==> src/rtl/dual_cam_i2c_pkg.sv <==
// Shared definitions for the dual-camera I2C arbiter.
//   arb_state_t : arbiter FSM states, in transaction order.
//   REQ_CAM0/1  : requester indices, used for the grant, pending, done and error bits.
package dual_cam_i2c_pkg;

  typedef enum logic [2:0] {
    ST_IDLE,
    ST_SELECT,
    ST_ISSUE,
    ST_WAIT,
    ST_RELEASE
  } arb_state_t;

  localparam int unsigned REQ_CAM0 = 0;
  localparam int unsigned REQ_CAM1 = 1;

endpackage

==> src/rtl/i2c_req_latch.sv <==
// Request latch for one camera config sequencer.
// A single exec pulse sets the pending flag and captures the payload.
// A clear from the arbiter drops the pending flag.
// An exec while the flag is already set keeps the old payload and raises drop for one cycle.
// An exec in the same cycle as a clear wins over the clear and captures the new payload.
// Ports:
//   clk, rst : clock, synchronous active-high reset
//   exec     : request pulse
//   data     : request payload, captured on exec
//   clr      : release of this requester by the arbiter
//   pending  : request waiting for service
//   data_q   : captured payload
//   drop     : one-cycle flag, exec ignored because a request was already pending
module i2c_req_latch #(
  parameter int unsigned DW = 24
) (
  input  logic          clk,
  input  logic          rst,
  input  logic          exec,
  input  logic [DW-1:0] data,
  input  logic          clr,
  output logic          pending,
  output logic [DW-1:0] data_q,
  output logic          drop
);

  assign drop = exec & pending & ~clr;

  always_ff @(posedge clk) begin
    if (rst) begin
      pending <= 1'b0;
      data_q  <= '0;
    end else if (exec && (!pending || clr)) begin
      pending <= 1'b1;
      data_q  <= data;
    end else if (clr) begin
      pending <= 1'b0;
    end
  end

endmodule

==> src/rtl/dual_cam_i2c_arbiter.sv <==
// Shares one I2C master between the two OV5640 config sequencers.
// Both cameras answer at the same slave address, so bus_sel steers SCL/SDA to the owner.
// Sequence: IDLE -> SELECT (settle GAP_CYC) -> ISSUE (m_exec) -> WAIT (m_done/timeout) -> RELEASE.
// Ports:
//   clk, rst            : I2C driver clock, synchronous active-high reset
//   reqN_exec/reqN_data : camera N request pulse and {addr16,data8} payload
//   reqN_done           : one-cycle completion (or timeout) pulse to camera N
//   m_exec/m_data       : start pulse and payload to the I2C driver
//   m_done              : driver completion pulse (ignored outside WAIT)
//   bus_sel             : 0 = cam0 bus, 1 = cam1 bus
//   err_timeout         : sticky per requester, WAIT exceeded TIMEOUT_CYC
//   err_drop            : sticky per requester, exec while already pending
//   stat_cnt0/1         : completed transactions per requester
// Build option: I2C_ARB_STATS_EN builds the stat counters; otherwise they are tied to zero.
module dual_cam_i2c_arbiter
  import dual_cam_i2c_pkg::*;
#(
  parameter int unsigned DW          = 24,
  parameter logic [7:0]  GAP_CYC     = 8'd4,
  parameter logic [19:0] TIMEOUT_CYC = 20'd500000
) (
  input  logic          clk,
  input  logic          rst,
  input  logic          req0_exec,
  input  logic [DW-1:0] req0_data,
  output logic          req0_done,
  input  logic          req1_exec,
  input  logic [DW-1:0] req1_data,
  output logic          req1_done,
  output logic          m_exec,
  output logic [DW-1:0] m_data,
  input  logic          m_done,
  output logic          bus_sel,
  output logic [1:0]    err_timeout,
  output logic [1:0]    err_drop,
  output logic [15:0]   stat_cnt0,
  output logic [15:0]   stat_cnt1
);

  arb_state_t    state, state_next;
  logic [19:0]   cnt, cnt_next;
  logic          grant;
  logic          rr_ptr;
  logic          pick;
  logic          load;
  logic          tmo_hit;
  logic [1:0]    pending;
  logic [1:0]    drop;
  logic [1:0]    clr;
  logic [DW-1:0] data_q0, data_q1;

  i2c_req_latch #(.DW(DW)) u_latch0 (
    .clk     (clk),
    .rst     (rst),
    .exec    (req0_exec),
    .data    (req0_data),
    .clr     (clr[REQ_CAM0]),
    .pending (pending[REQ_CAM0]),
    .data_q  (data_q0),
    .drop    (drop[REQ_CAM0])
  );

  i2c_req_latch #(.DW(DW)) u_latch1 (
    .clk     (clk),
    .rst     (rst),
    .exec    (req1_exec),
    .data    (req1_data),
    .clr     (clr[REQ_CAM1]),
    .pending (pending[REQ_CAM1]),
    .data_q  (data_q1),
    .drop    (drop[REQ_CAM1])
  );

  // One counter serves both the SELECT settle time and the WAIT timeout.
  // SELECT counts 0..GAP_CYC, so m_exec lands GAP_CYC+2 cycles after the request edge.
  always_comb begin
    state_next = state;
    cnt_next   = cnt;
    load       = 1'b0;
    pick       = grant;
    tmo_hit    = 1'b0;
    m_exec     = 1'b0;
    req0_done  = 1'b0;
    req1_done  = 1'b0;
    clr        = '0;
    case (state)
      ST_IDLE: begin
        if (|pending) begin
          load       = 1'b1;
          // rr_ptr holds the requester that wins a tie; otherwise the sole pending one wins.
          pick       = (pending == 2'b11) ? rr_ptr : pending[REQ_CAM1];
          cnt_next   = '0;
          state_next = ST_SELECT;
        end
      end
      ST_SELECT: begin
        if (cnt == {12'd0, GAP_CYC}) begin
          state_next = ST_ISSUE;
        end else begin
          cnt_next = cnt + 20'd1;
        end
      end
      ST_ISSUE: begin
        m_exec     = 1'b1;
        cnt_next   = '0;
        state_next = ST_WAIT;
      end
      ST_WAIT: begin
        if (m_done) begin
          state_next = ST_RELEASE;
        end else if (cnt == TIMEOUT_CYC - 20'd1) begin
          tmo_hit    = 1'b1;
          state_next = ST_RELEASE;
        end else begin
          cnt_next = cnt + 20'd1;
        end
      end
      ST_RELEASE: begin
        req0_done  = ~grant;
        req1_done  = grant;
        clr[grant] = 1'b1;
        state_next = ST_IDLE;
      end
      default: state_next = ST_IDLE;
    endcase
  end

  always_ff @(posedge clk) begin
    if (rst) begin
      state       <= ST_IDLE;
      cnt         <= '0;
      grant       <= 1'b0;
      rr_ptr      <= 1'b0;
      bus_sel     <= 1'b0;
      m_data      <= '0;
      err_timeout <= '0;
      err_drop    <= '0;
    end else begin
      state    <= state_next;
      cnt      <= cnt_next;
      err_drop <= err_drop | drop;
      if (load) begin
        grant   <= pick;
        bus_sel <= pick;
        m_data  <= pick ? data_q1 : data_q0;
      end
      if (tmo_hit) begin
        err_timeout[grant] <= 1'b1;
      end
      if (state == ST_RELEASE) begin
        rr_ptr <= ~grant;
      end
    end
  end

`ifdef I2C_ARB_STATS_EN
  always_ff @(posedge clk) begin
    if (rst) begin
      stat_cnt0 <= '0;
      stat_cnt1 <= '0;
    end else if (state == ST_RELEASE) begin
      if (grant) begin
        stat_cnt1 <= stat_cnt1 + 16'd1;
      end else begin
        stat_cnt0 <= stat_cnt0 + 16'd1;
      end
    end
  end
`else
  assign stat_cnt0 = '0;
  assign stat_cnt1 = '0;
`endif

endmodule
==> config.mk <==
export PLATFORM = sky130hd
export DESIGN_NAME = dual_cam_i2c_arbiter
export DESIGN_NICKNAME = d
export VERILOG_FILES = /design/src/rtl/dual_cam_i2c_pkg.sv /design/src/rtl/i2c_req_latch.sv /design/src/rtl/dual_cam_i2c_arbiter.sv
export SDC_FILE = /design/constraint.sdc
export NUM_CORES = 1
export LEC_CHECK = 0
export BUFFER_PORTS_ARGS = -buffer_cell sky130_fd_sc_hd__buf_2
export CAP_MARGIN = 20
export CORE_MARGIN = 2
export CORE_UTILIZATION = 39
export CTS_CLUSTER_DIAMETER = 40
export CTS_CLUSTER_SIZE = 24
export DETAILED_ROUTE_END_ITERATION = 6
export HOLD_SLACK_MARGIN = 0.12
export SYNTH_ARGS = -nofsm -noshare
export SYNTH_HDL_FRONTEND = slang
export SYNTH_SLANG_ARGS = --single-unit
==> constraint.sdc <==
create_clock -name clk -period 2.1 [get_ports clk]
set_input_delay 0.21 -clock clk [delete_from_list [all_inputs] [get_ports clk]]
set_output_delay 0.21 -clock clk [all_outputs]
set_load 0.05 [all_outputs]
==> Implementation_results.wiki, run 1 <==
{| class="wikitable"
! Metric !! Value
|-
| Power Dens Cells || 807 nW/um2
|-
| TritonCTS clock tree || yes
|-
| Final max-slew violation count || 0
|-
| # Max-Cap Violations || 0
|-
| Post-synthesis average cell area || 8.38 um2
|-
| ANT nets after route || 0
|-
| Avg WL per Cell || 15.0 um
|-
| Shortest period the worst path allows || 1.94 ns
|-
| Cells after Synth || 568
|-
| Net total in the final layout || 742
|-
| Accumulated negative setup slack || 0 ns
|-
| Total number of yosys warnings || 0
|-
| Clock slew at the register clock pins of the worst setup and hold paths || 0.07 ns
|-
| Cts bufs inserted || 9
|-
| Initial detailed-routing violation count || 348
|-
| Worst Hold Path Cells || 3
|-
| Initial Utilization || 39.8%
|-
| Cell taking the most area after synthesis || dfxtp_1
|-
| Most frequent cell after synthesis || nand2_1
|-
| X dimension of the die || 114 um
|-
| TritonCTS sink count || 103
|-
| EDFF count, synth || 0
|-
| Primary flip-flop cell chosen by synthesis mapping || dfxtp_1
|-
| Final hold violation count || 0
|-
| Register bit total from synthesis || 103
|-
| Fin crit share || 92.4%
|-
| Largest net degree at the start of global routing || 50
|-
| Placement row count || 40
|-
| Transition time at the pin with the least slew margin || 0.556 ns
|-
| Overall global routing resource usage || 19.6%
|-
| Antenna diodes || 0
|-
| Final GP Congestion || 0.941
|-
| Cell leakage power || 0.00261 uW
|-
| Floorplan die area || 13,100 um2
|-
| Port Buffers || 84
|-
| Setup crit end kind || flop
|-
| P&R area growth vs syn || 27.8%
|-
| Net switching power figure || 1460 uW
|-
| CTS root buf || clkbuf_16
|-
| Max Freq || 515 MHz
|-
| Maximum net fanout on the critical path || 12
|-
| Vias || 4,405
|-
| Result of the run || finished, final reports clean
|-
| PnR worst setup slack || 0.159 ns
|-
| Post-CTS setup buffer count || 0
|-
| Fraction of layout instances using a drive strength above 1 || 19.9%
|-
| Ranking of synthesized cells by instance count || 108 x nand2_1, 103 x dfxtp_1, 57 x a21oi_1, 43 x nor2_1, 35 x buf_4
|-
| Largest cells by area after synthesis || dfxtp_1 43%, nand2_1 8.5%, a21oi_1 6.0%
|-
| Switching Share || 29.7%
|-
| Launching element type of the critical path || flop
|-
| Fraction of synthesized cell area taken by the top area cell type || 43.3%
|-
| Cell-internal power || 3450 uW
|-
| DRT Pass-1 Iters || 5
|-
| Final global-route overflow total || 0
|-
| DR vias/cell || 5.25
|-
| Worst R2R Path Depth || 6
|-
| Max-slew headroom at the worst pin || 62.9%
|-
| Startpoint of the worst hold path || req0_exec
|-
| Post-placement cell count || 775
|-
| Post-synth ARST share || 0%
|-
| Remaining DRCs || 0
|-
| Reg2reg setup slack || 0.16 ns
|-
| DRT Wirelength || 12.6 mm
|-
| Proportion of power drawn by flip-flops and latches || 43.3%
|-
| Htree depth || 3
|-
| Via count of the first global-routing pass || 4,200
|-
| Non-filler cells, final || 839
|-
| Setup repair after global routing missed its margin || true
|-
| Tightest Hold Check Type || in -> reg
|-
| Number of distinct library cell variants in the gate-level netlist after synthesis || 51
|-
| Endpoint of the worst hold path || err_drop[0]$_SDFF_PP0_
|-
| IO Count || 117
|-
| Max VDD drop || 0.000463 V
|-
| Area of the core region || 12,000 um2
|-
| FF-to-FF End || cnt[3]$_SDFFE_PP0P_
|-
| Die Ht || 114 um
|-
| Wire length of the first global-routing pass || 20.6 mm
|-
| Kind of critical path || reg -> reg
|-
| Clk_lat worst skew || 0.34 ns
|-
| Total half-perimeter wirelength after legalization and detailed placement || 8.31 mm
|-
| Fraction of the yosys area taken by sequential cells || 43.3%
|-
| Clock network fraction of design power || 37.7%
|-
| Max Root-Sink Buffers || 2
|-
| Arrival time at the worst endpoint || 2.18 ns
|-
| Netlist Area Pre-Place || 4760 um2
|-
| Initial antenna violation count || 0
|-
| Critical R2R Launch || state[2]$_SDFFE_PP0P_
|-
| Combinational power share || 19.0%
|-
| Finish-stage setup viols || 0
|-
| DP Worst Slack || 0.151 ns
|-
| Worst setup skew after layout || 0.00645 ns
|-
| Required @ worst endpoint || 2.34 ns
|-
| Number of fillers in the final layout || 1,113
|}
==> what timing repair did <==
action	in CTS	in global routing
endpoints found under the setup margin	0	2
gates resized for setup	0	1
hold endpoints to repair	48	0
hold buffers	48	0
==> metal layers <==
layer	track usage, %	share of wire (%)	vias up
li1	-	-	2185
met1	26.2	48	2047
met2	31.4	45	151
met3	2.65	4.6	22
met4	9.51	2.4	0
met5	0	0	-
==> state kept, by name (all words and copies together) (netlist names) <==
name              count
m_data               24
u_latch0.data_q      24
u_latch1.data_q      24
cnt                  20
state                 3
err_drop              2
err_timeout           2
grant                 1
rr_ptr                1
u_latch0.pending      1
u_latch1.pending      1
==> final cells by class <==
cell class / count / area (um2) / share of cell area [%]
clock buffers: 11 / 243 / 3.99
clock inverters: 5 / 88.8 / 1.46
inverters: 7 / 26.3 / 0.432
multi-input cells: 410 / 2350 / 38.6
flip-flops and latches: 103 / 2060 / 33.9
well taps: 147 / 184 / 3.02
repair buffers: 156 / 1130 / 18.6
==> critical path, stage by stage, from the launching register on <==
cell      delay, ns
dfxtp_1        0.56
nand3b_1       0.24
nor4_4         0.09
a21boi_2       0.34
nand2_1        0.09
buf_4          0.19
o41ai_1        0.33
==> stage by stage <==
step / utilization, % / hold WS (ns) / power, uW / area, um2
3_3_place_gp: 44.0 / 0.441 / 3010 / 5260
2_1_floorplan: - / 0.331 / 2840 / 4880
5_1_grt: 50.8 / 0.164 / 5110 / 6080
4_1_cts: 50.8 / 0.131 / 4950 / 6080
6_report: 50.8 / 0.139 / 4910 / 6080
3_5_place_dp: 44.0 / 0.446 / 3030 / 5260
==> layout by cell type (no fill, tap or decap), types with 5 or more instances in the layout <==
cell	Yosys	routed
mux2i_1	24	24
nor3_1	5	5
o311ai_1	11	11
a31oi_1	9	9
nor2_1	43	43
dlygate4sd3_1	0	48
o41ai_1	7	7
conb_1	1	32
clkbuf_16	0	9
a21oi_1	57	57
buf_2	15	84
a211oi_1	26	26
dfxtp_1	103	102
nand4_1	9	9
nand2_1	108	108
buf_4	35	20
o21ai_0	7	7
inv_1	7	7
and3_1	6	6
nand3_1	7	7
==> kinds of logic (layout without fill, tap and decap cells) <==
kind of cell / after synthesis / after routing / synth area share (%)
flip-flops: 103 / 103 / 43.3
AND/OR/NAND/NOR: 214 / 214 / 21.3
AO/OA/AOI/OAI: 138 / 138 / 19.4
adder cells (fa/ha/maj): 2 / 2 / 0.526
multiplexers: 24 / 24 / 5.05
buffers and inverters: 86 / 179 / 10.3
other: 1 / 32 / 0.0788
==> how the worst max path moves through the flow <==
stage / start / end / slack (ns) / cells past startpoint
2_1_floorplan: state[0]$_SDFFE_PP0P_ / u_latch0.data_q[11]$_SDFFE_PP0P_ / 0.12 / 8
3_3_place_gp: state[2]$_SDFFE_PP0P_ / cnt[8]$_SDFFE_PP0P_ / 0.26 / 6
3_5_place_dp: state[2]$_SDFFE_PP0P_ / cnt[8]$_SDFFE_PP0P_ / 0.15 / 6
4_1_cts: state[2]$_SDFFE_PP0P_ / cnt[11]$_SDFFE_PP0P_ / 0.15 / 6
5_1_grt: state[0]$_SDFFE_PP0P_ / cnt[10]$_SDFFE_PP0P_ / -0.03 / 6
6_report: state[2]$_SDFFE_PP0P_ / cnt[3]$_SDFFE_PP0P_ / 0.16 / 6
==> power groups by stage <==
stage / combinational [uW] / sequential (uW) / clock [uW]
floorplan: 509 / 2330 / 0
global placement: 847 / 2170 / 0
detailed placement: 860 / 2170 / 0
CTS: 929 / 2130 / 1900
global route: 1000 / 2140 / 1970
finish: 931 / 2130 / 1850
Power figures use the tool's default switching activity.
==> run 2, diff against run 1 <==
--- a/config.mk
+++ b/config.mk
@@ -7,6 +7,7 @@
 export LEC_CHECK = 0
 export BUFFER_PORTS_ARGS = -buffer_cell sky130_fd_sc_hd__buf_2
 export CAP_MARGIN = 20
+export CORE_ASPECT_RATIO = 1.5
 export CORE_MARGIN = 2
 export CORE_UTILIZATION = 39
 export CTS_CLUSTER_DIAMETER = 40
==> Implementation_results.wiki, run 2 (synthesized netlist as in run 1, its figures left out) <==
{| class="wikitable"
! Metric !! Value
|-
| Net total in the final layout || 738 (was 742)
|-
| Initial detailed-routing violation count || 264 (was 348)
|-
| Transition time at the pin with the least slew margin || 0.549 ns (was 0.556 ns)
|-
| Count of instances resized after the clock tree is built || 0 (unchanged)
|-
| P&R area growth vs syn || 27.0% (was 27.8%)
|-
| Via count of the first global-routing pass || 4,223 (was 4,200)
|-
| Final max-slew violation count || 0 (unchanged)
|-
| Critical path buffer and inverter count || 2 (was 1)
|-
| Min Hold Slack || 0.134 ns (was 0.139 ns)
|-
| Antenna diodes || 0 (unchanged)
|-
| Wire length of the first global-routing pass || 20.6 mm (about the same)
|-
| Most frequent cells in the layout || 108 x nand2_1, 102 x dfxtp_1, 83 x buf_2, 57 x a21oi_1, 45 x dlygate4sd3_1 (was 108 x nand2_1, 102 x dfxtp_1, 84 x buf_2, 57 x a21oi_1, 48 x dlygate4sd3_1)
|-
| Required @ worst endpoint || 2.34 ns (about the same)
|-
| Most common cell after layout, fill and taps aside || nand2_1 (unchanged)
|-
| Maximum net fanout on the critical path || 21 (was 12)
|-
| X dimension of the die || 94.2 um (was 114 um)
|-
| Power Dens Cells || 792 nW/um2 (was 807 nW/um2)
|-
| Largest net degree at the start of global routing || 50 (unchanged)
|-
| Initial antenna violation count || 0 (unchanged)
|-
| Cts bufs inserted || 9 (unchanged)
|-
| TritonCTS sink count || 103 (unchanged)
|-
| Clock network fraction of design power || 36.0% (was 37.7%)
|-
| Clk_lat worst skew || 0.34 ns (about the same)
|-
| Non-filler cells, final || 841 (was 839)
|-
| Shortest period the worst path allows || 1.91 ns (was 1.94 ns)
|-
| Worst setup skew after layout || 0.00943 ns (was 0.00645 ns)
|-
| Combinational power share || 19.6% (was 19.0%)
|-
| Max-slew headroom at the worst pin || 63.4% (was 62.9%)
|-
| Design Power || 4780 uW (was 4910 uW)
|-
| Result of the run || finished, final reports clean (unchanged)
|-
| Overall global routing resource usage || 19.7% (was 19.6%)
|-
| PnR worst setup slack || 0.188 ns (was 0.159 ns)
|-
| Port Buffers || 84 (unchanged)
|-
| Die Ht || 139 um (was 114 um)
|-
| Cell-internal power || 3330 uW (was 3450 uW)
|-
| ANT nets after route || 0 (unchanged)
|-
| DRT Pass-1 Iters || 5 (unchanged)
|-
| Floorplan die area || 13,100 um2 (about the same)
|-
| Setup repair after global routing missed its margin || false (was true)
|-
| Tightest Hold Check Type || in -> reg (unchanged)
|-
| Largest delay share family, worst path || simple AND/OR/NAND/NOR gates (was compound AO/OA/AOI/OAI gates)
|-
| Net switching power figure || 1450 uW (was 1460 uW)
|-
| Slowest cell on the critical path || dfxtp_1 (unchanged)
|-
| Total half-perimeter wirelength after legalization and detailed placement || 8.65 mm (was 8.31 mm)
|-
| Accumulated negative setup slack || 0 ns (unchanged)
|-
| Kind of critical path || reg -> reg (unchanged)
|-
| List of cells traversed by the critical path || buf_4 > nor4bb_1 > nand4_1 > nor2_1 > buf_12 > nor2_1 > a311oi_1 (was nand3b_1 > nor4_4 > a21boi_2 > nand2_1 > buf_4 > o41ai_1)
|-
| Final hold violation count || 0 (unchanged)
|-
| Registers with the most flip-flops || m_data: 24 flops, u_latch0.data_q: 24 flops, u_latch1.data_q: 24 flops (unchanged)
|-
| DP Worst Slack || 0.215 ns (was 0.151 ns)
|-
| Arrival time at the worst endpoint || 2.16 ns (was 2.18 ns)
|-
| CTS root buf || clkbuf_16 (unchanged)
|-
| Worst stage delay on the critical path || 0.41 ns (was 0.56 ns)
|-
| Max Root-Sink Buffers || 2 (unchanged)
|-
| Proportion of power drawn by flip-flops and latches || 44.4% (was 43.3%)
|-
| TritonCTS clock tree || yes (unchanged)
|-
| Max Freq || 523 MHz (was 515 MHz)
|-
| Fin crit share || 91.0% (was 92.4%)
|-
| Area of the core region || 12,000 um2 (about the same)
|-
| Switching Share || 30.3% (was 29.7%)
|-
| IO Count || 117 (unchanged)
|-
| Most frequent cell on the critical path || nor2_1
|-
| Placement row count || 49 (was 40)
|-
| Avg WL per Cell || 15.4 um (was 15.0 um)
|-
| Remaining DRCs || 0 (unchanged)
|-
| DRT Wirelength || 12.9 mm (was 12.6 mm)
|-
| Setup crit end kind || flop (unchanged)
|-
| DR vias/cell || 5.32 (was 5.25)
|-
| Initial Utilization || 39.8% (about the same)
|-
| Clock slew at the register clock pins of the worst setup and hold paths || 0.07 ns (about the same)
|-
| Launching element type of the critical path || flop (unchanged)
|-
| Htree depth || 3 (unchanged)
|-
| Post-CTS setup buffer count || 0 (unchanged)
|-
| # Max-Cap Violations || 0 (unchanged)
|-
| Post-placement cell count || 780 (was 775)
|-
| Cell leakage power || 0.00257 uW (was 0.00261 uW)
|-
| Final GP Congestion || 0.936 (was 0.941)
|-
| Vias || 4,476 (was 4,405)
|-
| Fraction of layout instances using a drive strength above 1 || 19.9% (about the same)
|-
| Final global-route overflow total || 0 (unchanged)
|-
| Max VDD drop || 0.000358 V (was 0.000463 V)
|-
| Finish-stage setup viols || 0 (unchanged)
|}
run 2: changes by cell type in the layout (fill, tap and decap cells not counted), sizes merged:
cell         change
dlygate4sd3      -3
bufinv           -1
clkbuf           -1
buf              -1
clkinv           -1
inv              +1
clkinvlp         +2
run 2: worst register-to-register path, cell delays in order, from the launching register on:
cell	delay [ns]
dfxtp_1	0.41
buf_4	0.24
nor4bb_1	0.23
nand4_1	0.17
nor2_1	0.21
buf_12	0.18
nor2_1	0.09
a311oi_1	0.28
run 2: layout make-up:
class                   count  area, um2
clock buffers              10        239
clock inverters             6       73.8
fillers                  1170       5910
inverters                   7       26.3
multi-input cells         410       2340
flip-flops and latches    103       2060
well taps                 153        191
repair buffers            152       1110
run 2: worst paths after layout:
path / end / slack, ns / cells past startpoint / from
hold reg to reg: u_latch0.data_q[23]$_SDFFE_PP0P_ / 0.45 / 2 / u_latch0.data_q[23]$_SDFFE_PP0P_
setup reg to reg: cnt[9]$_SDFFE_PP0P_ / 0.19 / 7 / state[0]$_SDFFE_PP0P_
setup / recovery: cnt[9]$_SDFFE_PP0P_ / 0.19 / 7 / state[0]$_SDFFE_PP0P_
hold / removal: u_latch1.data_q[14]$_SDFFE_PP0P_ / 0.13 / 3 / req1_data[14]
run 2: layer usage:
metal	vias up	GRT usage [%]	share of wire [%]	wire length (um)
met5	-	0	0	0
met3	19	4.22	4.8	618
met4	0	7.32	1.9	245
li1	2187	-	-	-
met2	142	34.5	52	6730
met1	2128	23.2	41	5340
run 2: through the flow:
step                area, um2  util, %
floorplan                4880        -
global route             6040     50.5
CTS                      6040     50.5
global placement         5280     44.2
detailed placement       5280     44.2
finish                   6040     50.5
run 2: power by group through the flow:
stage                     combinational [uW]  sequential, uW  clock (uW)
after floorplan                          509            2330           0
after global placement                   860            2160           0
after detailed placement                 871            2170           0
after CTS                                937            2120        1780
after global routing                    1010            2140        1860
final                                    937            2120        1720
run 2: what timing repair did:
action	4_1_cts	5_1_grt
setup endpoints to repair	0	0
hold buffers	45	0
endpoints found under the hold margin	45	0
==> run 3, diff against run 2 <==
==> constraint.sdc (replaced) <==
create_clock -name clk -period 2.1 [get_ports clk]
set_input_delay 0 -clock clk [delete_from_list [all_inputs] [get_ports clk]]
set_output_delay 0 -clock clk [all_outputs]
set_load 0.05 [all_outputs]
==> Implementation_results.wiki, run 3 (synthesized netlist as in run 1, its figures left out) <==
{| class="wikitable"
! Metric !! Value
|-
| Initial antenna violation count || 0 (unchanged)
|-
| Setup repair after global routing missed its margin || false (unchanged)
|-
| Design Power || 4790 uW (was 4780 uW)
|-
| Maximum net fanout on the critical path || 21 (unchanged)
|-
| Final global-route overflow total || 0 (unchanged)
|-
| # Max-Cap Violations || 0 (unchanged)
|-
| Via count of the first global-routing pass || 4,214 (was 4,223)
|-
| Net switching power figure || 1450 uW (about the same)
|-
| Initial Utilization || 39.8% (unchanged)
|-
| Die Ht || 139 um (unchanged)
|-
| Clk_lat worst skew || 0.34 ns (about the same)
|-
| Vias || 4,484 (was 4,476)
|-
| Kind of critical path || reg -> reg (unchanged)
|-
| Proportion of power drawn by flip-flops and latches || 44.3% (was 44.4%)
|-
| Setup crit end kind || flop (unchanged)
|-
| Overall global routing resource usage || 19.8% (was 19.7%)
|-
| Initial detailed-routing violation count || 252 (was 264)
|-
| Most frequent cells in the layout || 108 x nand2_1, 102 x dfxtp_1, 83 x buf_2, 57 x a21oi_1, 53 x dlygate4sd3_1 (was 108 x nand2_1, 102 x dfxtp_1, 83 x buf_2, 57 x a21oi_1, 45 x dlygate4sd3_1)
|-
| Max Freq || 524 MHz (was 523 MHz)
|-
| Htree depth || 3 (unchanged)
|-
| List of cells traversed by the critical path || buf_4 > nor4bb_1 > nand4_1 > nor2_1 > buf_12 > nor2_1 > a311oi_1 (unchanged)
|-
| P&R area growth vs syn || 28.7% (was 27.0%)
|-
| Net total in the final layout || 746 (was 738)
|-
| Area of the core region || 12,000 um2 (unchanged)
|-
| Combinational power share || 19.8% (was 19.6%)
|-
| Largest net degree at the start of global routing || 50 (unchanged)
|-
| Launching element type of the critical path || flop (unchanged)
|-
| Fin crit share || 90.9% (was 91.0%)
|-
| Floorplan die area || 13,100 um2 (unchanged)
|-
| X dimension of the die || 94.2 um (unchanged)
|-
| Final hold violation count || 0 (unchanged)
|-
| Post-CTS setup buffer count || 0 (unchanged)
|-
| CTS root buf || clkbuf_16 (unchanged)
|-
| Power Dens Cells || 783 nW/um2 (was 792 nW/um2)
|-
| Tightest Hold Check Type || in -> reg (unchanged)
|-
| Worst stage delay on the critical path || 0.41 ns (about the same)
|-
| Worst setup skew after layout || 0.00974 ns (was 0.00943 ns)
|-
| Count of instances resized after the clock tree is built || 0 (unchanged)
|-
| Slowest cell on the critical path || dfxtp_1 (unchanged)
|-
| Cell leakage power || 0.00261 uW (was 0.00257 uW)
|-
| Total half-perimeter wirelength after legalization and detailed placement || 8.65 mm (unchanged)
|-
| Final max-slew violation count || 0 (unchanged)
|-
| Fraction of layout instances using a drive strength above 1 || 19.7% (was 19.9%)
|-
| Most frequent cell on the critical path || nor2_1 (unchanged)
|-
| ANT nets after route || 0 (unchanged)
|-
| TritonCTS sink count || 103 (unchanged)
|-
| DRT Pass-1 Iters || 6 (was 5)
|-
| Critical path buffer and inverter count || 2 (unchanged)
|-
| Result of the run || finished, final reports clean (unchanged)
|-
| Wire length of the first global-routing pass || 20.7 mm (was 20.6 mm)
|-
| Cts bufs inserted || 9 (unchanged)
|-
| Registers with the most flip-flops || m_data: 24 flops, u_latch0.data_q: 24 flops, u_latch1.data_q: 24 flops (unchanged)
|-
| Switching Share || 30.3% (about the same)
|-
| Remaining DRCs || 0 (unchanged)
|-
| Final GP Congestion || 0.936 (unchanged)
|-
| Antenna diodes || 0 (unchanged)
|-
| Finish-stage setup viols || 0 (unchanged)
|-
| DR vias/cell || 5.28 (was 5.32)
|-
| Clock network fraction of design power || 35.9% (was 36.0%)
|-
| Avg WL per Cell || 15.4 um (about the same)
|-
| Port Buffers || 84 (unchanged)
|-
| Max-slew headroom at the worst pin || 63.5% (was 63.4%)
|-
| Arrival time at the worst endpoint || 2.15 ns (was 2.16 ns)
|-
| Required @ worst endpoint || 2.34 ns (about the same)
|-
| DRT Wirelength || 13.0 mm (was 12.9 mm)
|-
| Cell-internal power || 3340 uW (was 3330 uW)
|-
| Accumulated negative setup slack || 0 ns (unchanged)
|-
| Largest delay share family, worst path || simple AND/OR/NAND/NOR gates (unchanged)
|-
| Most common cell after layout, fill and taps aside || nand2_1 (unchanged)
|-
| Clock slew at the register clock pins of the worst setup and hold paths || 0.07 ns (about the same)
|-
| Max Root-Sink Buffers || 2 (unchanged)
|-
| TritonCTS clock tree || yes (unchanged)
|-
| Transition time at the pin with the least slew margin || 0.547 ns (was 0.549 ns)
|-
| CTS hold repair buffers || 53 (was 45)
|-
| Number of fillers in the final layout || 1,162 (was 1,170)
|-
| IO Count || 117 (unchanged)
|-
| Placement row count || 49 (unchanged)
|-
| Shortest period the worst path allows || 1.91 ns (about the same)
|-
| Max VDD drop || 0.000359 V (was 0.000358 V)
|}
run 3: changes by cell type in the layout (fill, tap and decap cells not counted), sizes merged:
cell	previous run	this run
dlygate4sd3	45	53
run 3: final timing paths:
| check | startpoint | end | slack (ns) | depth (start not counted) |
|---|---|---|---|---|
| min reg2reg | u_latch0.data_q[23]$_SDFFE_PP0P_ | u_latch0.data_q[23]$_SDFFE_PP0P_ | 0.45 | 2 |
| max | state[0]$_SDFFE_PP0P_ | cnt[9]$_SDFFE_PP0P_ | 0.19 | 7 |
| max reg2reg | state[0]$_SDFFE_PP0P_ | cnt[9]$_SDFFE_PP0P_ | 0.19 | 7 |
| min | req1_data[18] | u_latch1.data_q[18]$_SDFFE_PP0P_ | 0.44 | 4 |
run 3: worst min-delay path, stage by stage:
cell and delay [ns]:
dlygate4sd3_1 0.53, buf_2 0.12, nand2_1 0.05, a21oi_1 0.05
run 3: per-stage QoR:
| step | setup WS (ns) | util [%] | instances | hold WS, ns | area (um2) |
|---|---|---|---|---|---|
| floorplan | 0.118 | - | 599 | 0.121 | 4880 |
| global placement | 0.296 | 44.2 | 780 | 0.240 | 5280 |
| detailed placement | 0.215 | 44.2 | 780 | 0.247 | 5280 |
| CTS | 0.203 | 51.2 | 849 | 0.431 | 6120 |
| global route | 0.0328 | 51.2 | 849 | 0.442 | 6120 |
| finish | 0.191 | 51.2 | 849 | 0.443 | 6120 |
run 3: power groups by stage:
stage / Sequential [uW] / Combinational (uW) / Clock, uW
after floorplan: 2330 / 509 / 0
after global placement: 2160 / 860 / 0
after detailed placement: 2170 / 871 / 0
after CTS: 2120 / 948 / 1780
after global routing: 2140 / 1020 / 1860
final: 2120 / 950 / 1720
run 3: cell type report:
type | count | area, um2 | share of cell area, %
Multi-Input combinational cell | 410 | 2340 | 38.2
Sequential cell | 103 | 2060 | 33.7
Timing Repair Buffer | 160 | 1190 | 19.4
Clock buffer | 10 | 239 | 3.90
Tap cell | 153 | 191 | 3.13
Clock inverter | 6 | 73.8 | 1.21
Inverter | 7 | 26.3 | 0.429
run 3: routing by layer:
layer	GRT usage, %	share of wire, %	up-vias
li1	-	-	2200
met1	23.5	41	2113
met2	34.8	52	152
met3	3.90	4.6	19
met4	7.17	1.8	0
met5	0	0	-
